===== src/rtl/board_pkg.sv =====
// Board-wide clock constants, button timing defaults and the auto-repeat state type.
package board_pkg;

  localparam int CLK_HZ           = 100_000_000;
  localparam int CYCLES_PER_MS    = CLK_HZ / 1000;
  localparam int DEBOUNCE_MS      = 10;
  localparam int REPEAT_DELAY_MS  = 500;
  localparam int REPEAT_PERIOD_MS = 100;

  localparam int DEBOUNCE_CYCLES_DEF = DEBOUNCE_MS * CYCLES_PER_MS;
  localparam int REPEAT_DELAY_DEF    = REPEAT_DELAY_MS * CYCLES_PER_MS;
  localparam int REPEAT_PERIOD_DEF   = REPEAT_PERIOD_MS * CYCLES_PER_MS;

  typedef enum logic [1:0] {
    RPT_IDLE   = 2'd0,
    RPT_DELAY  = 2'd1,
    RPT_REPEAT = 2'd2
  } rpt_state_e;

  function automatic int max_int(input int a, input int b);
    return (a > b) ? a : b;
  endfunction

endpackage


===== src/rtl/button_conditioner_if.sv =====
// Button bundle between the board pins and the conditioned control outputs.
interface button_conditioner_if #(
  parameter int N_BTNS = 4
);

  logic [N_BTNS-1:0] btn_in;
  logic [N_BTNS-1:0] repeat_en_in;
  logic [N_BTNS-1:0] level_out;
  logic [N_BTNS-1:0] press_out;
  logic [N_BTNS-1:0] release_out;
  logic [N_BTNS-1:0] repeat_out;

  modport master (
    output btn_in,
    output repeat_en_in,
    input  level_out,
    input  press_out,
    input  release_out,
    input  repeat_out
  );

  modport slave (
    input  btn_in,
    input  repeat_en_in,
    output level_out,
    output press_out,
    output release_out,
    output repeat_out
  );

endinterface


===== src/rtl/debounce_channel.sv =====
// One button channel: synchroniser, debounce counter, press/release pulses
// and the hold-to-repeat state machine.
module debounce_channel
  import board_pkg::*;
#(
  parameter int SYNC_STAGES     = 2,
  parameter int DEBOUNCE_CYCLES = DEBOUNCE_CYCLES_DEF,
  parameter int REPEAT_DELAY    = REPEAT_DELAY_DEF,
  parameter int REPEAT_PERIOD   = REPEAT_PERIOD_DEF
) (
  input  logic i_clk,
  input  logic i_rst,
  input  logic i_btn,
  input  logic i_repeat_en,
  output logic o_level,
  output logic o_press,
  output logic o_release,
  output logic o_repeat
);

  localparam int DB_W = $clog2(DEBOUNCE_CYCLES + 1);
  localparam int RP_W = $clog2(max_int(REPEAT_DELAY, REPEAT_PERIOD) + 1);
  localparam logic [DB_W-1:0] DB_LAST = DB_W'(DEBOUNCE_CYCLES - 1);
  localparam logic [RP_W-1:0] RD_LAST = RP_W'(REPEAT_DELAY - 1);
  localparam logic [RP_W-1:0] RP_LAST = RP_W'(REPEAT_PERIOD - 1);

  logic [SYNC_STAGES-1:0] r_sync;
  logic [DB_W-1:0]        r_db_cnt;
  logic                   r_level;
  logic                   r_press;
  logic                   r_release;
  logic                   r_repeat;
  rpt_state_e             r_state;
  logic [RP_W-1:0]        r_rpt_cnt;

  logic                   w_differ;
  logic                   w_accept;
  logic                   w_press;
  logic                   w_release;
  rpt_state_e             w_state_nxt;
  logic [RP_W-1:0]        w_rpt_cnt_nxt;
  logic                   w_rpt_pulse;

  assign w_differ  = r_sync[SYNC_STAGES-1] ^ r_level;
  assign w_accept  = w_differ && (r_db_cnt == DB_LAST);
  assign w_press   = w_accept && !r_level;
  assign w_release = w_accept && r_level;

  // Metastability chain; only the last stage is trusted downstream.
  always_ff @(posedge i_clk) begin
    if (i_rst) begin
      r_sync <= '0;
    end else begin
      r_sync <= {r_sync[SYNC_STAGES-2:0], i_btn};
    end
  end

  // Debounce counter, accepted level and edge pulses.
  always_ff @(posedge i_clk) begin
    if (i_rst) begin
      r_db_cnt  <= '0;
      r_level   <= 1'b0;
      r_press   <= 1'b0;
      r_release <= 1'b0;
      r_repeat  <= 1'b0;
    end else begin
      if (!w_differ || w_accept) begin
        r_db_cnt <= '0;
      end else begin
        r_db_cnt <= r_db_cnt + 1'b1;
      end
      r_level   <= r_level ^ w_accept;
      r_press   <= w_press;
      r_release <= w_release;
      r_repeat  <= w_press | w_rpt_pulse;
    end
  end

  // Repeat state register.
  always_ff @(posedge i_clk) begin
    if (i_rst) begin
      r_state   <= RPT_IDLE;
      r_rpt_cnt <= '0;
    end else begin
      r_state   <= w_state_nxt;
      r_rpt_cnt <= w_rpt_cnt_nxt;
    end
  end

  // A release decided this edge aborts repeating so no pulse lands in the release cycle.
  always_comb begin
    w_state_nxt   = r_state;
    w_rpt_cnt_nxt = r_rpt_cnt;
    w_rpt_pulse   = 1'b0;
    case (r_state)
      RPT_IDLE: begin
        w_rpt_cnt_nxt = '0;
        if (i_repeat_en && (w_press || (r_level && !w_release))) begin
          w_state_nxt = RPT_DELAY;
        end else begin
          w_state_nxt = RPT_IDLE;
        end
      end
      RPT_DELAY, RPT_REPEAT: begin
        if (!r_level || !i_repeat_en || w_release) begin
          w_state_nxt   = RPT_IDLE;
          w_rpt_cnt_nxt = '0;
        end else if (r_rpt_cnt == ((r_state == RPT_DELAY) ? RD_LAST : RP_LAST)) begin
          w_state_nxt   = RPT_REPEAT;
          w_rpt_cnt_nxt = '0;
          w_rpt_pulse   = 1'b1;
        end else begin
          w_rpt_cnt_nxt = r_rpt_cnt + 1'b1;
        end
      end
      default: begin
        w_state_nxt   = RPT_IDLE;
        w_rpt_cnt_nxt = '0;
      end
    endcase
  end

  assign o_level   = r_level;
  assign o_press   = r_press;
  assign o_release = r_release;
  assign o_repeat  = r_repeat;

endmodule


===== src/rtl/button_conditioner.sv =====
// Multi-channel pushbutton front end: N_BTNS independent debounce channels
// behind the board button pins.
module button_conditioner
  import board_pkg::*;
#(
  parameter int N_BTNS          = 4,
  parameter int SYNC_STAGES     = 2,
  parameter int DEBOUNCE_CYCLES = DEBOUNCE_CYCLES_DEF,
  parameter int REPEAT_DELAY    = REPEAT_DELAY_DEF,
  parameter int REPEAT_PERIOD   = REPEAT_PERIOD_DEF
) (
  input logic                 clk_in,
  input logic                 rst_in,
  button_conditioner_if.slave bus
);

  logic [N_BTNS-1:0] w_level;
  logic [N_BTNS-1:0] w_press;
  logic [N_BTNS-1:0] w_release;
  logic [N_BTNS-1:0] w_repeat;

  for (genvar g = 0; g < N_BTNS; g++) begin : g_chan
    debounce_channel #(
      .SYNC_STAGES    (SYNC_STAGES),
      .DEBOUNCE_CYCLES(DEBOUNCE_CYCLES),
      .REPEAT_DELAY   (REPEAT_DELAY),
      .REPEAT_PERIOD  (REPEAT_PERIOD)
    ) u_chan (
      .i_clk      (clk_in),
      .i_rst      (rst_in),
      .i_btn      (bus.btn_in[g]),
      .i_repeat_en(bus.repeat_en_in[g]),
      .o_level    (w_level[g]),
      .o_press    (w_press[g]),
      .o_release  (w_release[g]),
      .o_repeat   (w_repeat[g])
    );
  end

  assign bus.level_out   = w_level;
  assign bus.press_out   = w_press;
  assign bus.release_out = w_release;
  assign bus.repeat_out  = w_repeat;

endmodule

===== src/flat_wrapper.sv =====
// flat-port wrapper written by rule: the top's interface ports become plain ports
module button_conditioner_flat import board_pkg::*;
#(
  parameter int N_BTNS          = 4,
  parameter int SYNC_STAGES     = 2,
  parameter int DEBOUNCE_CYCLES = DEBOUNCE_CYCLES_DEF,
  parameter int REPEAT_DELAY    = REPEAT_DELAY_DEF,
  parameter int REPEAT_PERIOD   = REPEAT_PERIOD_DEF
)
  (clk_in, rst_in, bus_btn_in, bus_repeat_en_in, bus_level_out, bus_press_out, bus_release_out, bus_repeat_out);
  button_conditioner_if #(.N_BTNS(N_BTNS)) bus_i ();
  input logic clk_in;
  input logic rst_in;
  input wire logic [$bits(bus_i.btn_in)-1:0] bus_btn_in;
  input wire logic [$bits(bus_i.repeat_en_in)-1:0] bus_repeat_en_in;
  output wire logic [$bits(bus_i.level_out)-1:0] bus_level_out;
  output wire logic [$bits(bus_i.press_out)-1:0] bus_press_out;
  output wire logic [$bits(bus_i.release_out)-1:0] bus_release_out;
  output wire logic [$bits(bus_i.repeat_out)-1:0] bus_repeat_out;
  assign bus_i.btn_in = bus_btn_in;
  assign bus_i.repeat_en_in = bus_repeat_en_in;
  assign bus_level_out = bus_i.level_out;
  assign bus_press_out = bus_i.press_out;
  assign bus_release_out = bus_i.release_out;
  assign bus_repeat_out = bus_i.repeat_out;
  button_conditioner #(.N_BTNS(N_BTNS), .SYNC_STAGES(SYNC_STAGES), .DEBOUNCE_CYCLES(DEBOUNCE_CYCLES), .REPEAT_DELAY(REPEAT_DELAY), .REPEAT_PERIOD(REPEAT_PERIOD)) u_core (.clk_in(clk_in), .rst_in(rst_in), .bus(bus_i));
endmodule

===== config.mk =====
export PLATFORM = sky130hd
export DESIGN_NAME = button_conditioner_flat
export DESIGN_NICKNAME = d
export VERILOG_FILES = /design/src/rtl/board_pkg.sv /design/src/rtl/button_conditioner_if.sv /design/src/rtl/debounce_channel.sv /design/src/rtl/button_conditioner.sv /design/src/flat_wrapper.sv
export SDC_FILE = /design/constraint.sdc
export NUM_CORES = 1
export LEC_CHECK = 0
export CAP_MARGIN = 5
export CORE_ASPECT_RATIO = 1.5
export CORE_MARGIN = 5
export CORE_UTILIZATION = 66
export CTS_CLUSTER_SIZE = 25
export DETAILED_ROUTE_END_ITERATION = 10
export HOLD_SLACK_MARGIN = 0.12
export MAX_ROUTING_LAYER = met4
export PLACE_DENSITY = 0.9
export SYNTH_ARGS = -nofsm -noshare
export SYNTH_HDL_FRONTEND = slang
export SYNTH_SLANG_ARGS = --single-unit
export TNS_END_PERCENT = 50

===== constraint.sdc =====
create_clock -name clk_in -period 5.9 [get_ports clk_in]
set_input_delay 1.18 -clock clk_in [delete_from_list [all_inputs] [get_ports clk_in]]
set_output_delay 1.18 -clock clk_in [all_outputs]
set_load 0.005 [all_outputs]

==> impl_metrics.json, run 1 <==
{
  "clock_sinks": 216,
  "hold_violations": 0,
  "cp.arrival_ns": 3.21,
  "gr-total-overflow": 0,
  "h-tree-depth": 1,
  "status": "complete, no violations",
  "grt_pass1_wl_um": 33020,
  "seq_area_frac_synth_pct": 44.29,
  "cts_setup_buffers": 0,
  "p_leak_uw": 0.003313,
  "synthArstFlopShare_pct": 0,
  "core-area_mm2": 0.01453,
  "holdWs_ns": 0.4391,
  "drv_slew": 0,
  "routed_wirelength_um": 18590,
  "ys_seq_elements": 216,
  "yosys.area.top_type_share_pct": 44.29,
  "cp-end-kind": "register",
  "period_needed_ns": 2.878,
  "fmax_mhz": 347.4,
  "first_iter_violations": 314,
  "drc": 0,
  "synth_edf_count": 0,
  "synthAdderAreaFrac_pct": 2.563,
  "dr.pass1.iters": 4,
  "finalSetupViolations": 0,
  "cp_slowest_cell": "nand2b_1",
  "crit_type": "input port to register",
  "muxShareOfSynthArea_pct": 0.3460,
  "relSlewSlack_pct": 38.72,
  "crit_family": "simple AND/OR/NAND/NOR gates",
  "drive_gt1_share_pct": 5.482,
  "gp_congestion": 0.9070,
  "required_ns": 6.24,
  "cts_tree": "yes",
  "fin_ws_ns": 3.022,
  "synth_flop_cell": "dfxtp_1",
  "synth_top_family_by_area": "simple AND/OR/NAND/NOR gates",
  "cp_max_fo": 26,
  "grt_pass1_vias": 7524,
  "synth.area.top_cells": "dfxtp_1 44%, nor2_1 8.8%, xnor2_1 8.2%",
  "ir_drop_mv": 0.2538,
  "grt_usage_pct": 22.71,
  "buffer_ports.inserted": 25,
  "ys_warn_count": 0,
  "synth_simple_gate_area_share_pct": 31.05,
  "cp-start-kind": "input port",
  "ios": 26,
  "synth.avg_cell_area_um2": 8.811,
  "grt_start_max_net_pins": 28,
  "synth_top_area_cell": "dfxtp_1",
  "crit_buf_inv": 2,
  "rsz0062_at_grt": "false",
  "syn_nets": 1138,
  "path_clk_slew_ns": 0.06,
  "clockBufferDepth": 3,
  "period_share_pct": 48.79,
  "fp.dieW_um": 109.3,
  "postRouteAntennaNets": 0,
  "diodes": 0,
  "rows": 54,
  "syn_inst": 1108,
  "vias": 7562,
  "insertion_delay_ns": 0.49,
  "final_nets": 1147,
  "dp_hpwl_um": 12590,
  "fillCellCount": 1054,
  "post-place-ws_ns": 2.501,
  "max_cap_violations": 0,
  "numCtsBuffers": 20,
  "start_util_pct": 67.21,
  "fin_setup_tns_ns": 0,
  "yosys.area_share.xor_xnor_pct": 15.25,
  "postCtsHoldBufs": 0,
  "area_growth_pct": 9.253,
  "skew_ns": 0.01003,
  "dieArea_mm2": 0.01738,
  "worstHoldPathType": "register to register",
  "cts_root_buf": "clkbuf_16",
  "viasPerCell": 5.699,
  "synth.distinct_cells": 60,
  "max_stage_delay_ns": 0.77,
  "fin_util_pct": 73.43,
  "wl_per_cell_um": 14.01,
  "worst_pin_slew_ns": 0.9192,
  "antenna_found_initial": 0,
  "cts_resized": 0,
  "synth_compound_area_share_pct": 2.807,
  "cp_cell_sequence": "clkdlybuf4s50_1 > buf_4 > nand2b_1 > nor2_1 > o21ai_0 > nand2b_1 > nor2_1",
  "dieHeight_um": 159.0,
  "power_density_mw_per_mm2": 259.9,
  "synth_area_mm2": 0.009763
}
[cell usage after synthesis, types with 4 or more instances]
library cell	n
dfxtp_1	216
nand3_1	64
buf_2	6
and3_1	22
inv_1	26
and2_1	4
nand2_1	78
xnor2_1	91
nand2b_1	9
a21oi_1	5
and4_1	21
nand4_1	45
or2_2	5
nor4_1	25
nor2b_1	11
xor2_1	79
o21bai_1	4
clkbuf_1	9
buf_4	22
nor2_1	228
or4_1	8
nor3_1	43
o21ai_0	4
ha_1	20
[path summary, 6_finish.rpt]
| path | startpoint | endpoint | slack, ns | cells after the start |
|---|---|---|---|---|
| hold / removal | u_core.g_chan[1].u_chan.r_sync[0]$_SDFF_PP0_ | u_core.g_chan[1].u_chan.r_sync[1]$_SDFF_PP0_ | 0.44 | 1 |
| hold reg to reg | u_core.g_chan[1].u_chan.r_sync[0]$_SDFF_PP0_ | u_core.g_chan[1].u_chan.r_sync[1]$_SDFF_PP0_ | 0.44 | 1 |
| setup / recovery | rst_in | u_core.g_chan[2].u_chan.r_rpt_cnt[16]$_SDFF_PP0_ | 3.02 | 7 |
| setup reg to reg | u_core.g_chan[2].u_chan.r_db_cnt[0]$_SDFF_PP0_ | u_core.g_chan[2].u_chan.r_db_cnt[19]$_SDFF_PP0_ | 3.35 | 6 |
[per-stage QoR]
step / total power (uW) / instance area (um2) / instances
floorplan: 1507 / 9763 / 1108
global placement: 1517 / 10010 / 1291
detailed placement: 1517 / 10010 / 1291
CTS: 2802 / 10670 / 1327
global route: 2865 / 10670 / 1327
finish: 2772 / 10670 / 1327
[layer usage]
metal | vias to the layer above | part of all wire (%) | GRT usage, %
met5 | - | 0 | -
met4 | 0 | 2.5 | 8.111
met3 | 44 | 3.5 | 2.921
met2 | 135 | 53 | 40.07
met1 | 3598 | 40 | 25.93
li1 | 3785 | - | -
[worst register-to-register path: cells and delay by family, from the launching register on]
| kind | cells | cell delay [ns] |
|---|---|---|
| simple gates | 4 | 1.60 |
| flops | 1 | 0.36 |
| fa+ha+maj | 1 | 0.23 |
| compound gates | 1 | 0.25 |
[registers in the layout, indices dropped and copies added, names as in the netlist]
signal and count:
u_core.g_chan.u_chan.o_repeat 4, u_core.g_chan.u_chan.r_state 8, u_core.g_chan.u_chan.r_db_cnt 80, u_core.g_chan.u_chan.o_level 4, u_core.g_chan.u_chan.o_press 4, u_core.g_chan.u_chan.r_sync 8, u_core.g_chan.u_chan.o_release 4, u_core.g_chan.u_chan.r_rpt_cnt 104
[power breakdown]
| part | leakage, uW | total, uW | internal, uW | switching [uW] |
|---|---|---|---|---|
| clock | 0.000322 | 1290 | 742 | 547 |
| combinational | 0.00125 | 20.5 | 9.51 | 11.0 |
| sequential | 0.00174 | 1460 | 1460 | 2.68 |
[cells by family (layout without fill, tap and decap cells)]
kind of cell    count (synthesis)  in the layout
fa+ha+maj                      20             20
xor+xnor                      170            170
buf+inv                        66             89
simple gates                  599            599
compound gates                 34             34
flops                         216            216
mux                             3              3
[layout make-up]
cell class                      instances  area, um2  area share [%]
Clock buffer                           24      536.8           5.032
Clock inverter                         12      118.9           1.114
Inverter                               26      97.59          0.9150
Multi-Input combinational cell        826       5079           47.61
Sequential cell                       216       4324           40.54
Tap cell                              196      245.2           2.299
Timing Repair Buffer                   27      265.3           2.487
[placed cells by master (no fill, tap or decap), types with 21 or more instances in the layout]
cell type        instances
nor4_1                  25
nor3_1                  43
and4_1                  21
nand2_1                 78
nor2_1                 228
xnor2_1                 91
nand4_1                 45
inv_1                   26
clkdlybuf4s50_1         25
dfxtp_1                216
nand3_1                 64
clkbuf_16               21
and3_1                  22
xor2_1                  79
Note: power is estimated with default switching activity, not from simulation.
==> run 2: changes to the inputs <==
CORE_UTILIZATION = 56   (was 66)
PLACE_DENSITY = 0.82   (was 0.9)
clock period = 2.4 ns   (was 5.9 ns; I/O delays follow)
==> run 2 against run 1 <==
Compared with the run above:
- hold slack got worse by 0.0011 ns
- core utilization fell by 11 points
- clock skew is 0.00073 ns higher
- wire length down 2.4%
- non-clock buffer count is 13 higher
- cell area is 1.4% higher
- register-to-register slack worse by 3.2 ns
- global-route usage decreased by 4.4 points
- first-iteration DRC count grew 39%
- largest cell class unchanged
- largest power group unchanged
==> impl_metrics.json, run 2 (synthesis results as in run 1) <==
{
  "power.switching_uw": 1336,
  "final_nets": 1162,
  "path_clk_slew_ns": 0.06,
  "cp-start-kind": "register",
  "postCtsHoldBufs": 0,
  "clock_power_share_pct": 45.5,
  "cts_root_buf": "clkbuf_16",
  "switching_share_pct": 19.90,
  "start_util_pct": 56.52,
  "drv_slew": 0,
  "cp-end-kind": "register",
  "routed_wirelength_um": 18140,
  "status": "complete, no violations",
  "regMostFlops": "u_core.g_chan.u_chan.r_rpt_cnt",
  "hold_violations": 0,
  "vias": 7523,
  "h-tree-depth": 1,
  "grt_pass1_wl_um": 31660,
  "fin_util_pct": 62.60,
  "area.sequential_mm2": 0.004324,
  "drive_gt1_share_pct": 6.381,
  "grt_usage_pct": 18.28,
  "cts_setup_buffers": 0,
  "period_share_pct": 93.99,
  "cts_tree": "yes",
  "area_growth_pct": 10.75,
  "holdWs_ns": 0.4380,
  "diodes": 0,
  "first_iter_violations": 437,
  "clock_sinks": 216,
  "dieHeight_um": 171.7,
  "worst_pin_slew_ns": 0.6698,
  "core-area_mm2": 0.01727,
  "gr-total-overflow": 0,
  "rows": 59,
  "period_needed_ns": 2.256,
  "numCtsBuffers": 21,
  "drc": 0,
  "pwr-share-comb_pct": 0.9,
  "p_total_uw": 6714,
  "postRouteAntennaNets": 0,
  "required_ns": 2.75,
  "buffer_ports.inserted": 25,
  "fmax_mhz": 443.3,
  "multi_input_area_mm2": 0.005091,
  "cp_max_fo": 13,
  "cp.arrival_ns": 2.60,
  "finalSetupViolations": 0,
  "fin_setup_tns_ns": 0,
  "insertion_delay_ns": 0.49,
  "p_int_uw": 5378,
  "viasPerCell": 5.544,
  "relSlewSlack_pct": 54.93,
  "skew_ns": 0.01076,
  "max_cap_violations": 0,
  "clockBufferDepth": 3,
  "antenna_found_initial": 0,
  "ios": 26,
  "ir_drop_mv": 0.6196,
  "fillCellCount": 1466,
  "grt_pass1_vias": 7391,
  "final_cell_mix": "228 x nor2_1, 216 x dfxtp_1, 91 x xnor2_1, 79 x xor2_1, 78 x nand2_1",
  "crit_type": "register to register",
  "dieArea_mm2": 0.02023,
  "largest_register_ffs": 104,
  "power_density_mw_per_mm2": 620.9,
  "dr.pass1.iters": 4,
  "p_seq_share_pct": 53.6,
  "worstHoldPathType": "register to register",
  "cts_resized": 0,
  "wl_per_cell_um": 13.37,
  "biggestRegsByFlops": "u_core.g_chan.u_chan.r_rpt_cnt (104), u_core.g_chan.u_chan.r_db_cnt (80)",
  "rsz0062_at_grt": "false",
  "fp.dieW_um": 117.8,
  "gp_congestion": 0.8951,
  "dp_hpwl_um": 12700,
  "grt_start_max_net_pins": 28,
  "mostFrequentLayoutCell": "nor2_1",
  "p_leak_uw": 0.003386
}
run 2: cell types whose count changed in the layout (fill, tap and decap cells not counted), sizes merged:
cell	previous run	this run
buf	2	15
bufinv	2	0
clkbuf	24	31
clkinv	8	4
clkinvlp	2	0
o211ai	3	4
run 2: layout make-up:
class,count,share of cell area (%)
Sequential cell,216,39.99
Tap cell,213,2.465
Timing Repair Buffer,40,3.703
Multi-Input combinational cell,827,47.08
Clock buffer,31,5.670
Clock inverter,4,0.1851
Inverter,26,0.9026
run 2: layer usage:
metal / part of all wire, % / track usage (%)
met1: 42 / 19.37
met4: 2.8 / 7.335
met5: 0 / -
met3: 2.6 / 2.007
met2: 52 / 34.58
run 2: worst max-delay path: stages (launching register included):
cell      delay, ns
dfxtp_1        0.34
or4b_4         0.55
nor4_2         0.33
nand2_2        0.20
o211ai_2       0.59
nor2_1         0.11
run 2: final timing paths:
kind | slack, ns | depth (start not counted) | start | endpoint
worst max-delay path | 0.14 | 5 | u_core.g_chan[1].u_chan.r_db_cnt[13]$_SDFF_PP0_ | u_core.g_chan[1].u_chan.r_rpt_cnt[2]$_SDFF_PP0_
worst min register to register | 0.44 | 1 | u_core.g_chan[1].u_chan.r_rpt_cnt[0]$_SDFF_PP0_ | u_core.g_chan[1].u_chan.r_rpt_cnt[0]$_SDFF_PP0_
worst max register to register | 0.14 | 5 | u_core.g_chan[1].u_chan.r_db_cnt[13]$_SDFF_PP0_ | u_core.g_chan[1].u_chan.r_rpt_cnt[2]$_SDFF_PP0_
worst min-delay path | 0.44 | 1 | u_core.g_chan[1].u_chan.r_rpt_cnt[0]$_SDFF_PP0_ | u_core.g_chan[1].u_chan.r_rpt_cnt[0]$_SDFF_PP0_
run 2: power groups by stage:
stage	registers (uW)	logic, uW	clock network [uW]
floorplan	3680	28.1	0
global placement	3680	56.4	0
detailed placement	3680	57.4	0
CTS	3600	57.8	3140
global route	3600	62.0	3280
finish	3600	57.2	3060
run 2: stage by stage:
step	instance area (um2)	std cells	setup slack [ns]
floorplan	9763	1108	0.4088
global placement	10170	1321	0.1819
detailed placement	10170	1321	0.08715
CTS	10800	1356	0.08613
global route	10810	1357	0.006337
finish	10810	1357	0.1443
